[config.mk]
export PLATFORM = sky130hd
export DESIGN_NAME = seg_scan_decoder
export DESIGN_NICKNAME = d
export VERILOG_FILES = /design/src/rtl/seg_pkg.sv /design/src/rtl/seg_to_hex.sv /design/src/rtl/seg_scan_decoder.sv
export SDC_FILE = /design/constraint.sdc
export NUM_CORES = 1
export LEC_CHECK = 0
export CORE_UTILIZATION = 64
export CTS_BUF_LIST = sky130_fd_sc_hd__clkbuf_8
export DETAILED_ROUTE_END_ITERATION = 12
export PLACE_DENSITY = 0.88
export SLEW_MARGIN = 40
export SYNTH_ARGS = -nofsm -noshare
export SYNTH_HDL_FRONTEND = slang
export SYNTH_HIERARCHICAL = 1
export SYNTH_SLANG_ARGS = --single-unit
export TNS_END_PERCENT = 1
[constraint.sdc]
create_clock -name clk -period 4.7 [get_ports clk]
set_input_delay 0.47 -clock clk [delete_from_list [all_inputs] [get_ports clk]]
set_output_delay 0.47 -clock clk [all_outputs]
set_load 0.05 [all_outputs]
[src/rtl/seg_pkg.sv]
// Shared seven-segment constants for the display encoder and the scan decoder.
package seg_pkg;

  localparam int NUM_DIGITS = 4;

  // Active-low cathode patterns, bit 6 = segment a ... bit 0 = segment g.
  localparam logic [6:0] SEG_BLANK = 7'b1111111;

  localparam logic [6:0] SEG_GLYPH [16] = '{
    7'b0000001,  // 0
    7'b1001111,  // 1
    7'b0010010,  // 2
    7'b0000110,  // 3
    7'b1001100,  // 4
    7'b0100100,  // 5
    7'b0100000,  // 6
    7'b0001111,  // 7
    7'b0000000,  // 8
    7'b0000100,  // 9
    7'b0001000,  // A
    7'b1100000,  // b
    7'b0110001,  // C
    7'b1000010,  // d
    7'b0110000,  // E
    7'b0111000   // F
  };

  // True when exactly one active-low anode is driven.
  function automatic logic one_low(input logic [NUM_DIGITS-1:0] an);
    return ($countones(~an) == 1);
  endfunction

  // Index of the lowest active-low anode (meaningful only when one_low is true).
  function automatic logic [1:0] low_index(input logic [NUM_DIGITS-1:0] an);
    logic [1:0] idx;
    idx = 2'd0;
    for (int i = NUM_DIGITS - 1; i >= 0; i--) begin
      if (!an[i]) idx = 2'(i);
    end
    return idx;
  endfunction

endpackage

[src/rtl/seg_to_hex.sv]
// Combinational seven-segment pattern to hex nibble decoder.
module seg_to_hex
  import seg_pkg::*;
(
  input  logic [6:0] pat,
  output logic       hit,
  output logic       blank,
  output logic [3:0] nibble
);

  // Match the pattern against every legal glyph and the blank pattern.
  always_comb begin
    hit    = 1'b0;
    blank  = (pat == SEG_BLANK);
    nibble = 4'h0;
    for (int i = 0; i < 16; i++) begin
      if (pat == SEG_GLYPH[i]) begin
        hit    = 1'b1;
        nibble = 4'(i);
      end
    end
  end

endmodule

[src/rtl/seg_scan_decoder.sv]
// Recovers the 4-digit hex value shown on a multiplexed seven-segment display
// by watching its cathode and anode lines.
module seg_scan_decoder
  import seg_pkg::*;
#(
  parameter int STABLE_CYCLES = 4
) (
  input  logic        clk,
  input  logic        reset,
  input  logic [6:0]  ca,
  input  logic [3:0]  an,
  output logic [15:0] value,
  output logic        value_valid,
  output logic [3:0]  blank_mask,
  output logic        digit_err
);

  localparam logic [7:0] STABLE = 8'(STABLE_CYCLES);

  // {an, ca} as one word; an occupies bits [10:7].
  logic [10:0] sync_p0;
  logic [10:0] sync_p1;
  logic [10:0] hist_p2;
  logic [7:0]  cnt_p2;
  logic [7:0]  cnt_nxt;
  logic        first_p2;

  logic [3:0]  an_h;
  logic [6:0]  ca_h;
  logic        accept;
  logic        good;
  logic [1:0]  idx;
  logic        dec_hit;
  logic        dec_blank;
  logic [3:0]  dec_nib;

  logic [15:0] slot_p3;
  logic [3:0]  blank_p3;
  logic [3:0]  seen_p3;
  logic [3:0]  seen_nxt;

  // Stability counter next value: restart on change, saturate at STABLE.
  always_comb begin
    cnt_nxt = cnt_p2;
    if (sync_p1 != hist_p2) begin
      cnt_nxt = 8'd1;
    end else if (cnt_p2 != STABLE) begin
      cnt_nxt = cnt_p2 + 8'd1;
    end
  end

  // Synchronizer, one-cycle history of the synchronized pair, stability counter.
  always_ff @(posedge clk) begin
    if (reset) begin
      sync_p0  <= '1;
      sync_p1  <= '1;
      hist_p2  <= '1;
      cnt_p2   <= 8'd0;
      first_p2 <= 1'b0;
    end else begin
      sync_p0  <= {an, ca};
      sync_p1  <= sync_p0;
      hist_p2  <= sync_p1;
      cnt_p2   <= cnt_nxt;
      first_p2 <= (cnt_nxt == STABLE) && (cnt_p2 != STABLE);
    end
  end

  // hist_p2 holds the pattern that just completed its stable run.
  assign an_h   = hist_p2[10:7];
  assign ca_h   = hist_p2[6:0];
  assign accept = first_p2 && one_low(an_h);
  assign idx    = low_index(an_h);
  assign good   = accept && (dec_hit || dec_blank);

  seg_to_hex u_seg_to_hex (
    .pat    (ca_h),
    .hit    (dec_hit),
    .blank  (dec_blank),
    .nibble (dec_nib)
  );

  // A full frame starts a new one; a digit accepted that same cycle belongs to it.
  always_comb begin
    seen_nxt = (seen_p3 == 4'hF) ? 4'h0 : seen_p3;
    if (good) seen_nxt[idx] = 1'b1;
  end

  // Digit slots, frame tracking and registered outputs.
  always_ff @(posedge clk) begin
    if (reset) begin
      slot_p3     <= 16'h0000;
      blank_p3    <= 4'h0;
      seen_p3     <= 4'h0;
      value       <= 16'h0000;
      blank_mask  <= 4'h0;
      value_valid <= 1'b0;
      digit_err   <= 1'b0;
    end else begin
      seen_p3     <= seen_nxt;
      value_valid <= (seen_p3 == 4'hF);
      digit_err   <= accept && !dec_hit && !dec_blank;
      if (seen_p3 == 4'hF) begin
        value      <= slot_p3;
        blank_mask <= blank_p3;
      end
      if (good) begin
        slot_p3[idx*4 +: 4] <= dec_hit ? dec_nib : 4'h0;
        blank_p3[idx]       <= dec_blank;
      end
    end
  end

endmodule

* Word level (Yosys, flattened, before mapping) *
Index checks and enable logic that the tools add are counted.

storage, ports and cells
  flip-flop bits (word level) = 88
  bits of input ports = 13
  output and inout port bits = 22
  logic and storage cells = 98

cells by class
  add/sub/neg operators = 5
  order comparisons = 2
  equality and inequality tests = 21
  shift operators = 2
  multiplexer cells = 44
  bitwise operators = 2
  reduce and logical (&&, ||, !) cells = 10

operator list
  kind                                                   number
  two-way mux 4 bit                                      11
  == test 7 x 6 -> 1 bit, second input constant          5
  == test 7 bit, second input constant                   5
  negation 4 -> 34 bit                                   1
  variable shift 4 x 34 -> 16 bit, first input constant  1
  variable part select 4 x 34 -> 16 bit                  1
  two-way mux 1 bit                                      18
  bitwise mux 16 bit                                     1
  two-way mux 8 bit                                      2
  == test 7 x 3 -> 1 bit, second input constant          2
  == test 7 x 4 -> 1 bit, second input constant          2
  two-way mux 2 bit                                      6
  two-way mux 3 bit                                      4
  != test 11 bit                                         1
  adder 8 x 1 -> 8 bit, second input constant            1
  == test 8 x 3 -> 1 bit, second input constant          1
  != test 8 x 3 -> 1 bit, second input constant          1
  == test 7 x 1 -> 1 bit, second input constant          1
  == test 7 x 5 -> 1 bit, second input constant          1
  logical NOT 7 bit                                      1
  logical AND 1 bit                                      6
  adder 1 x 1 -> 2 bit                                   2
  bitwise mux 4 bit                                      1
  == test 4 bit, second input constant                   1
  other kinds (9)                                        10

* Logic depth before layout (Yosys ltp) *
Gate-level depths: netlist of the first run.

  depth after elaboration = 20
  gate-level depth with buffers = 11
  depth with buffers taken out = 8

* Modules after synthesis *
Netlist of the first run, hierarchy kept.

by module, submodules not included
  module            instances  cells an instance  area each (um2)  sequential area each (um2)
  seg_scan_decoder  1          356                3399.5           1761.7
  seg_to_hex        1          49                 354.1            0.0

* Least setup slack after synthesis of the first run *
Ideal clock, no wire load.

  path kind = register to register
  start = reg hist_p2[7]
  end = reg slot_p3[13]
  setup time = 69 ps
  arrival = 2379 ps
  required time = 4631 ps
  path slack = 2252 ps
  cell stages (with the launch flop) = 9
  buffers on the path = 0
  period minus slack after synthesis = 2448 ps
  path through = dfxtp_1 -> fa_1 -> inv_1 -> ha_1 -> ha_1 -> and4bb_2 -> nand3b_1 -> or4_4 -> o21ai_1

between the ends
  word-level cells in the longest chain between the ends = 6
  elaborated cells between the ends (all ways) = 11
  those cells by class = add/sub (3); eq/ne (1); shift (2); mux (2); bitwise (1); reduce/logical (2)

ends and longest elaborated chain
  element                                                                       line                     text
  start, declared                                                               seg_scan_decoder.sv:23   logic [10:0] hist_p2;
  start signal, assigned                                                        seg_scan_decoder.sv:63   hist_p2 <= sync_p1;
  parallel branches: the longest is 6 deep, another holds negation 4 -> 34 bit  --
  end signal, assigned by index                                                 seg_scan_decoder.sv:108  slot_p3[idx*4 +: 4] <= dec_hit ? dec_nib : 4'h0;
  end, declared                                                                 seg_scan_decoder.sv:37   logic [15:0] slot_p3;

Several ways; the timed one is not identified.
A chain may end at the register's enable or synchronous reset.

* Final worst setup path of the first run *
  start = reg hist_p2[6]
  end = reg slot_p3[7]

between the ends
  word-level cells in the longest chain between the ends = 20
  elaborated cells between the ends (all ways) = 53
  those cells by class = eq/ne (16); shift (1); mux (33); reduce/logical (3)

ends and longest elaborated chain
  element                                line                     text
  == test 7 x 1 -> 1 bit                 seg_to_hex.sv:17         if (pat == SEG_GLYPH[i]) begin
  two-way mux 1 bit (15 in series)       seg_to_hex.sv:17
  two-way mux 1 bit (*)                  seg_to_hex.sv:17
  net dec_hit                            seg_scan_decoder.sv:33   logic dec_hit;
  two-way mux 4 bit                      seg_scan_decoder.sv:108
  variable part select 4 x 34 -> 16 bit  seg_scan_decoder.sv:108
  bitwise mux 16 bit                     seg_scan_decoder.sv:108

Mark *: on every way through the listed nets, which the timed path passes. The rest lies on a longest branch.

==> impl_metrics.tcl, run 1 <==
set metrics [dict create \
    finalPower_w 0.00138 \
    maxCapViolations 0 \
    clk_pin_slew_worst_paths_ps 80 \
    endpoint_kind "register" \
    gp_congestion 0.893 \
    clk_path_buf_depth 2 \
    layout_common_cells "dfxtp_1 (88), nand2_1 (67), a21oi_1 (35)" \
    yosys_warnings 6 \
    setup_violations 0 \
    std_cell_rows 27 \
    synth.net_count 431 \
    finalNonFillerCells 507 \
    powerDensity_nw_per_um2 322 \
    max_freq_mhz 345 \
    hpwl_um 4850 \
    path_delay_family "simple AND/OR/NAND/NOR gates" \
    drive_gt1_share_pct 15.2 \
    vias 2872 \
    io_pins 35 \
    start_kind "register" \
    timing.hold.ws_ps 413 \
    status "completed" \
    die_w_um 78.6 \
    vias_per_cell 5.66 \
    postSynthCellCount 405 \
    insertedDiodeCount 0 \
    min_period_ps 2900 \
    fin_util_pct 76.9 \
    rsz0062_at_grt "false" \
    post-route-period-util_pct 61.7 \
    clock_latency_ps 360 \
    final_hold_viol_count 0 \
    die_h_um 78.6 \
    synth_edf_count 0 \
    internal-power_w 0.00107 \
    ys_types 61 \
    holdCritPathClass "reg2reg" \
    critPathKind "reg2reg" \
    num-nets-final 456 \
    post_cts_buffers 0 \
    tightest_slew_ps 650 \
    cts_hold_buf 0 \
    numPlacedInstances 491 \
    htree_num_levels 3 \
    drc 0 \
    start_util_pct 67.3 \
    grt_pass1_wl_um 11800 \
    worstPathMaxFanout 15 \
    cts_root_buffer "clkbuf_8" \
    synth.yosys.seq_area_share_pct 46.9 \
    slew_headroom_pct 56.7 \
    area_growth_syn_to_layout_pct 14.1 \
    antenna_found_initial 0 \
    drt_pass1_iterations 4 \
    drt_iter0_markers 298 \
    antenna_left 0 \
    syn_area_per_cell_sq_um 9.27 \
    arrival_ps 3200 \
    peakVddDrop_v 0.000234 \
    track_usage_pct 24.8 \
    drv_slew 0 \
    grt_overflow 0 \
    multiInputGateArea_sq_um 1840 \
    cts_buffers 9 \
    avgRoutedWirePerCell_um 13.8 \
    setup_tns_ps 0 \
    ys.flop_type "dfxtp_1" \
    final_common_cell "dfxtp_1" \
    seq_area_sq_um 1760 \
    ctsResizeCount 0 \
    crit_required_ps 5000 \
    crit_chain "nor4bb_1 -> a22o_1 -> a31oi_2 -> nand4_1 -> or2_1 -> nand3b_1 -> nor4_2 -> a32o_1" \
    ys_ff_latch 88 \
    skew_ps 8.64 \
    cts_tree "done" \
    leakagePower_nw 1.51 \
    clkPwrFrac_pct 38.6 \
    p_sw_share_pct 22.6 \
    power_frac_comb_pct 5.6 \
    grt_pass1_vias 2577 \
    wl_um 7000 \
    crit_buf_inv 0 \
    grt_max_degree 78 \
    critical_path.slowest_cell "dfxtp_1" \
    syn-cell-area_sq_um 3750 \
    pwr-share-seq_pct 55.8 \
    cts_sinks 88 \
    async_flop_share_pct 0 \
    critPathMaxStageDelay_ps 690 \
    core_area_sq_um 5570 \
    port_buffers 34 \
    switchingPower_w 0.000311 \
    fillers 401 \
    die-area_sq_um 6180 \
]
==> logic make-up (layout without fill, tap and decap cells) <==
| group | after synthesis | count (layout) | synth area share [%] |
|---|---|---|---|
| flops | 88 | 88 | 46.9 |
| simple gates | 184 | 184 | 27.6 |
| compound gates | 68 | 68 | 11.9 |
| fa+ha+maj | 13 | 13 | 4.53 |
| xor+xnor | 20 | 20 | 4.67 |
| buf+inv | 31 | 61 | 4.13 |
| mux | 1 | 1 | 0.267 |
==> power groups by stage <==
stage,registers [W],clock network [W],logic (W)
2_1_floorplan,0.000781,0,0.0000621
4_1_cts,0.000769,0.000538,0.0000779
5_1_grt,0.000771,0.000566,0.0000859
3_5_place_dp,0.000786,0,0.0000771
3_3_place_gp,0.000785,0,0.0000744
6_report,0.000769,0.000532,0.0000775
==> final timing paths <==
| kind | from | endpoint | slack (ps) | cells past startpoint |
|---|---|---|---|---|
| worst max-delay path | hist_p2[6]$_SDFF_PP1_ | slot_p3[7]$_SDFFE_PP0P_ | 1800 | 8 |
| worst min-delay path | sync_p0[2]$_SDFF_PP1_ | sync_p1[2]$_SDFF_PP1_ | 410 | 1 |
| worst max register to register | hist_p2[6]$_SDFF_PP1_ | slot_p3[7]$_SDFFE_PP0P_ | 1800 | 8 |
| worst min register to register | sync_p0[2]$_SDFF_PP1_ | sync_p1[2]$_SDFF_PP1_ | 410 | 1 |
==> layer usage <==
metal,vias up,global-route usage (%),share of wire (%)
li1,1439,-,-
met2,69,42.0,51
met5,-,0,0
met3,14,4.77,3.8
met4,0,10.9,1.8
met1,1350,30.4,44
==> layout make-up <==
cell class / count / area share [%]
multi-input combinational: 286 / 43.0
sequential: 88 / 41.1
timing repair buffer: 36 / 8.18
clock buffer: 11 / 3.53
tap: 72 / 2.10
clock inverter: 5 / 1.31
inverter: 9 / 0.789
==> state kept, by name (all words and copies together), names as in the netlist <==
signal and count:
cnt_p2 8, blank_mask 4, digit_err 1, first_p2 1, slot_p3 16, seen_p3 4, hist_p2 11, sync_p0 11
value 16, sync_p1 11, value_valid 1, blank_p3 4
==> synth_stat cells (3+ instances only) <==
master    count  share of area, %
dfxtp_1      88                47
nand2_1      67               6.7
a21oi_1      35               4.7
or2_2        33               5.5
nor2_1       19               1.9
nand3_1      16               2.1
xor2_1       15               3.5
clkbuf_1     12               1.2
ha_1         12               4.0
inv_1         9              0.90
nor3_1        7              0.93
nand2b_1      5              0.83
o21ai_1       5              0.67
xnor2_1       5               1.2
a32o_1        4               1.1
a32oi_1       4              0.93
buf_2         4              0.53
buf_6         4               1.2
nand4b_1      4              0.93
a22oi_1       3              0.60
nand4_1       3              0.50
==> stage by stage <==
| step | setup slack (ps) | cell area (sq um) |
|---|---|---|
| 2_1_floorplan | 2250 | 3750 |
| 3_3_place_gp | 2060 | 4070 |
| 3_5_place_dp | 1890 | 4080 |
| 4_1_cts | 1860 | 4280 |
| 5_1_grt | 1610 | 4280 |
| 6_report | 1800 | 4280 |
Note: power is estimated with default switching activity, not from simulation.
==> inputs of run 2 (changes only) <==
- CORE_UTILIZATION: 64 -> 53
- PLACE_DENSITY: 0.88 -> 0.78
- clock period: 4.7 -> 2.3 ns (I/O delays scaled with it)
==> run 2 against run 1 <==
The run now ends with negative setup slack left. Sequential power increased by 100%. Flip-flop and latch count unchanged. Critical path depth increased by 2. Combinational power increased to 2.6 times the previous value. Non-clock buffer count increased by 30. First-iteration DRC count decreased by 48%. Die area increased by 20%. Final area increased by 7.9%. Via count increased by 3.5%. Global-route usage decreased by 3.6 points.
==> impl_metrics.tcl, run 2 (same netlist as run 1, synthesis figures left out) <==
set metrics [dict create \
    powerDensity_nw_per_um2 657 \
    htree_num_levels 3 \
    die_w_um 86.2 \
    violations "negative setup slack" \
    area_growth_syn_to_layout_pct 23.1 \
    rsz0062_at_grt "true" \
    clk_pin_slew_worst_paths_ps 80 \
    std_cell_rows 30 \
    layout_common_cells "dfxtp_1 (86), nand2_1 (67), a21oi_1 (35)" \
    drt_iter0_markers 155 \
    antenna_left 0 \
    drt_pass1_iterations 4 \
    worstPathMaxFanout 4 \
    hpwl_um 5170 \
    num-nets-final 486 \
    timing.hold.ws_ps 412 \
    critical_path.slowest_cell "fa_1" \
    critPathMaxStageDelay_ps 550 \
    crit_chain "fa_1 -> inv_2 -> ha_4 -> ha_4 -> and4bb_2 -> nand3b_1 -> buf_4 -> nor4_2 -> buf_4 -> a32o_1" \
    wl_um 7230 \
    start_util_pct 54.9 \
    start_kind "register" \
    crit_required_ps 2610 \
    grt_overflow 0 \
    port_buffers 34 \
    peakVddDrop_v 0.000558 \
    cts_buffers 9 \
    cts_root_buffer "clkbuf_8" \
    core_area_sq_um 6830 \
    skew_ps 11.1 \
    die_h_um 86.2 \
    holdCritPathClass "in2reg" \
    antenna_found_initial 0 \
    drc 0 \
    post-route-period-util_pct 105 \
    cts_tree "done" \
    max_freq_mhz 412 \
    gp_congestion 0.879 \
    endpoint_kind "register" \
    vias_per_cell 5.30 \
    leakagePower_nw 1.64 \
    insertedDiodeCount 0 \
    clock_latency_ps 370 \
    final_common_cell "dfxtp_1" \
    final_hold_viol_count 0 \
    finalWorstSetupSlack_ps -125 \
    track_usage_pct 21.2 \
    status "complete, but fails checks" \
    drive_gt1_share_pct 22.4 \
    io_pins 35 \
    path_delay_family "adder cells" \
    cts_hold_buf 0 \
    setup_tns_ps -986 \
    grt_pass1_wl_um 12300 \
    die-area_sq_um 7420 \
    maxCapViolations 0 \
    arrival_ps 2730 \
    clk_path_buf_depth 2 \
    avgRoutedWirePerCell_um 12.9 \
    vias 2972 \
    grt_pass1_vias 2795 \
    drv_slew 0 \
    cts_sinks 88 \
    grt_max_degree 53 \
    min_period_ps 2420 \
    crit_buf_inv 3 \
    setup_violations 13 \
    critPathKind "reg2reg" \
    slew_headroom_pct 48.6 \
    reg_top3 "slot_p3 x16, value x16" \
    tightest_slew_ps 771 \
]
[run 2: repair_timing]
action	in CTS	in global routing
setup buffers	1	1
hold endpoints to repair	0	0
pin swaps	8	2
endpoints found under the setup margin	16	19
resized for setup	7	3
[run 2: per-stage QoR]
| step | setup slack [ps] | utilization (%) | cells | power [W] | instance area [sq um] |
|---|---|---|---|---|---|
| 3_3_place_gp | -141 | 63.1 | 543 | 0.00178 | 4310 |
| 4_1_cts | -82.8 | 67.3 | 560 | 0.00306 | 4600 |
| 6_report | -125 | 67.6 | 561 | 0.00304 | 4620 |
| 3_5_place_dp | -177 | 63.1 | 543 | 0.00179 | 4310 |
| 2_1_floorplan | -148 | - | 405 | 0.00172 | 3750 |
| 5_1_grt | -211 | 67.6 | 561 | 0.00315 | 4620 |
[run 2: area by class of cell]
cell class | instances | area [sq um]
flip-flops and latches | 88 | 1760
multi-input cells | 286 | 1880
repair buffers | 66 | 576
inverters | 9 | 33.8
clock inverters | 7 | 119
well taps | 96 | 120
fillers | 569 | 2210
clock buffers | 9 | 124
[run 2: path summary, 6_finish.rpt]
kind | from | to | slack [ps] | cells after the start
worst max-delay path | hist_p2[10]$_SDFF_PP1_ | slot_p3[6]$_SDFFE_PP0P_ | -120 | 10
worst min-delay path | an[3] | sync_p0[10]$_SDFF_PP1_ | 410 | 2
worst max register to register | hist_p2[10]$_SDFF_PP1_ | slot_p3[6]$_SDFFE_PP0P_ | -120 | 10
worst min register to register | sync_p0[0]$_SDFF_PP1_ | sync_p1[0]$_SDFF_PP1_ | 410 | 1
[run 2: worst reg2reg max path, stage by stage (launching register included)]
cell	delay [ps]
dfxtp_2	340
fa_1	550
inv_2	50
ha_4	160
ha_4	230
and4bb_2	300
nand3b_1	130
buf_4	170
nor4_2	130
buf_4	170
a32o_1	160
[run 2: power by group]
group	switching [W]	internal, W
clock network	0.000549	0.000725
logic	0.000103	0.0000969
registers	0.0000162	0.00155
[run 2: layer usage]
metal | global-route usage, % | part of all wire (%)
met1 | 23.4 | 43
met5 | 0 | 0
met3 | 6.16 | 4.1
met2 | 38.3 | 51
met4 | 8.03 | 1.8
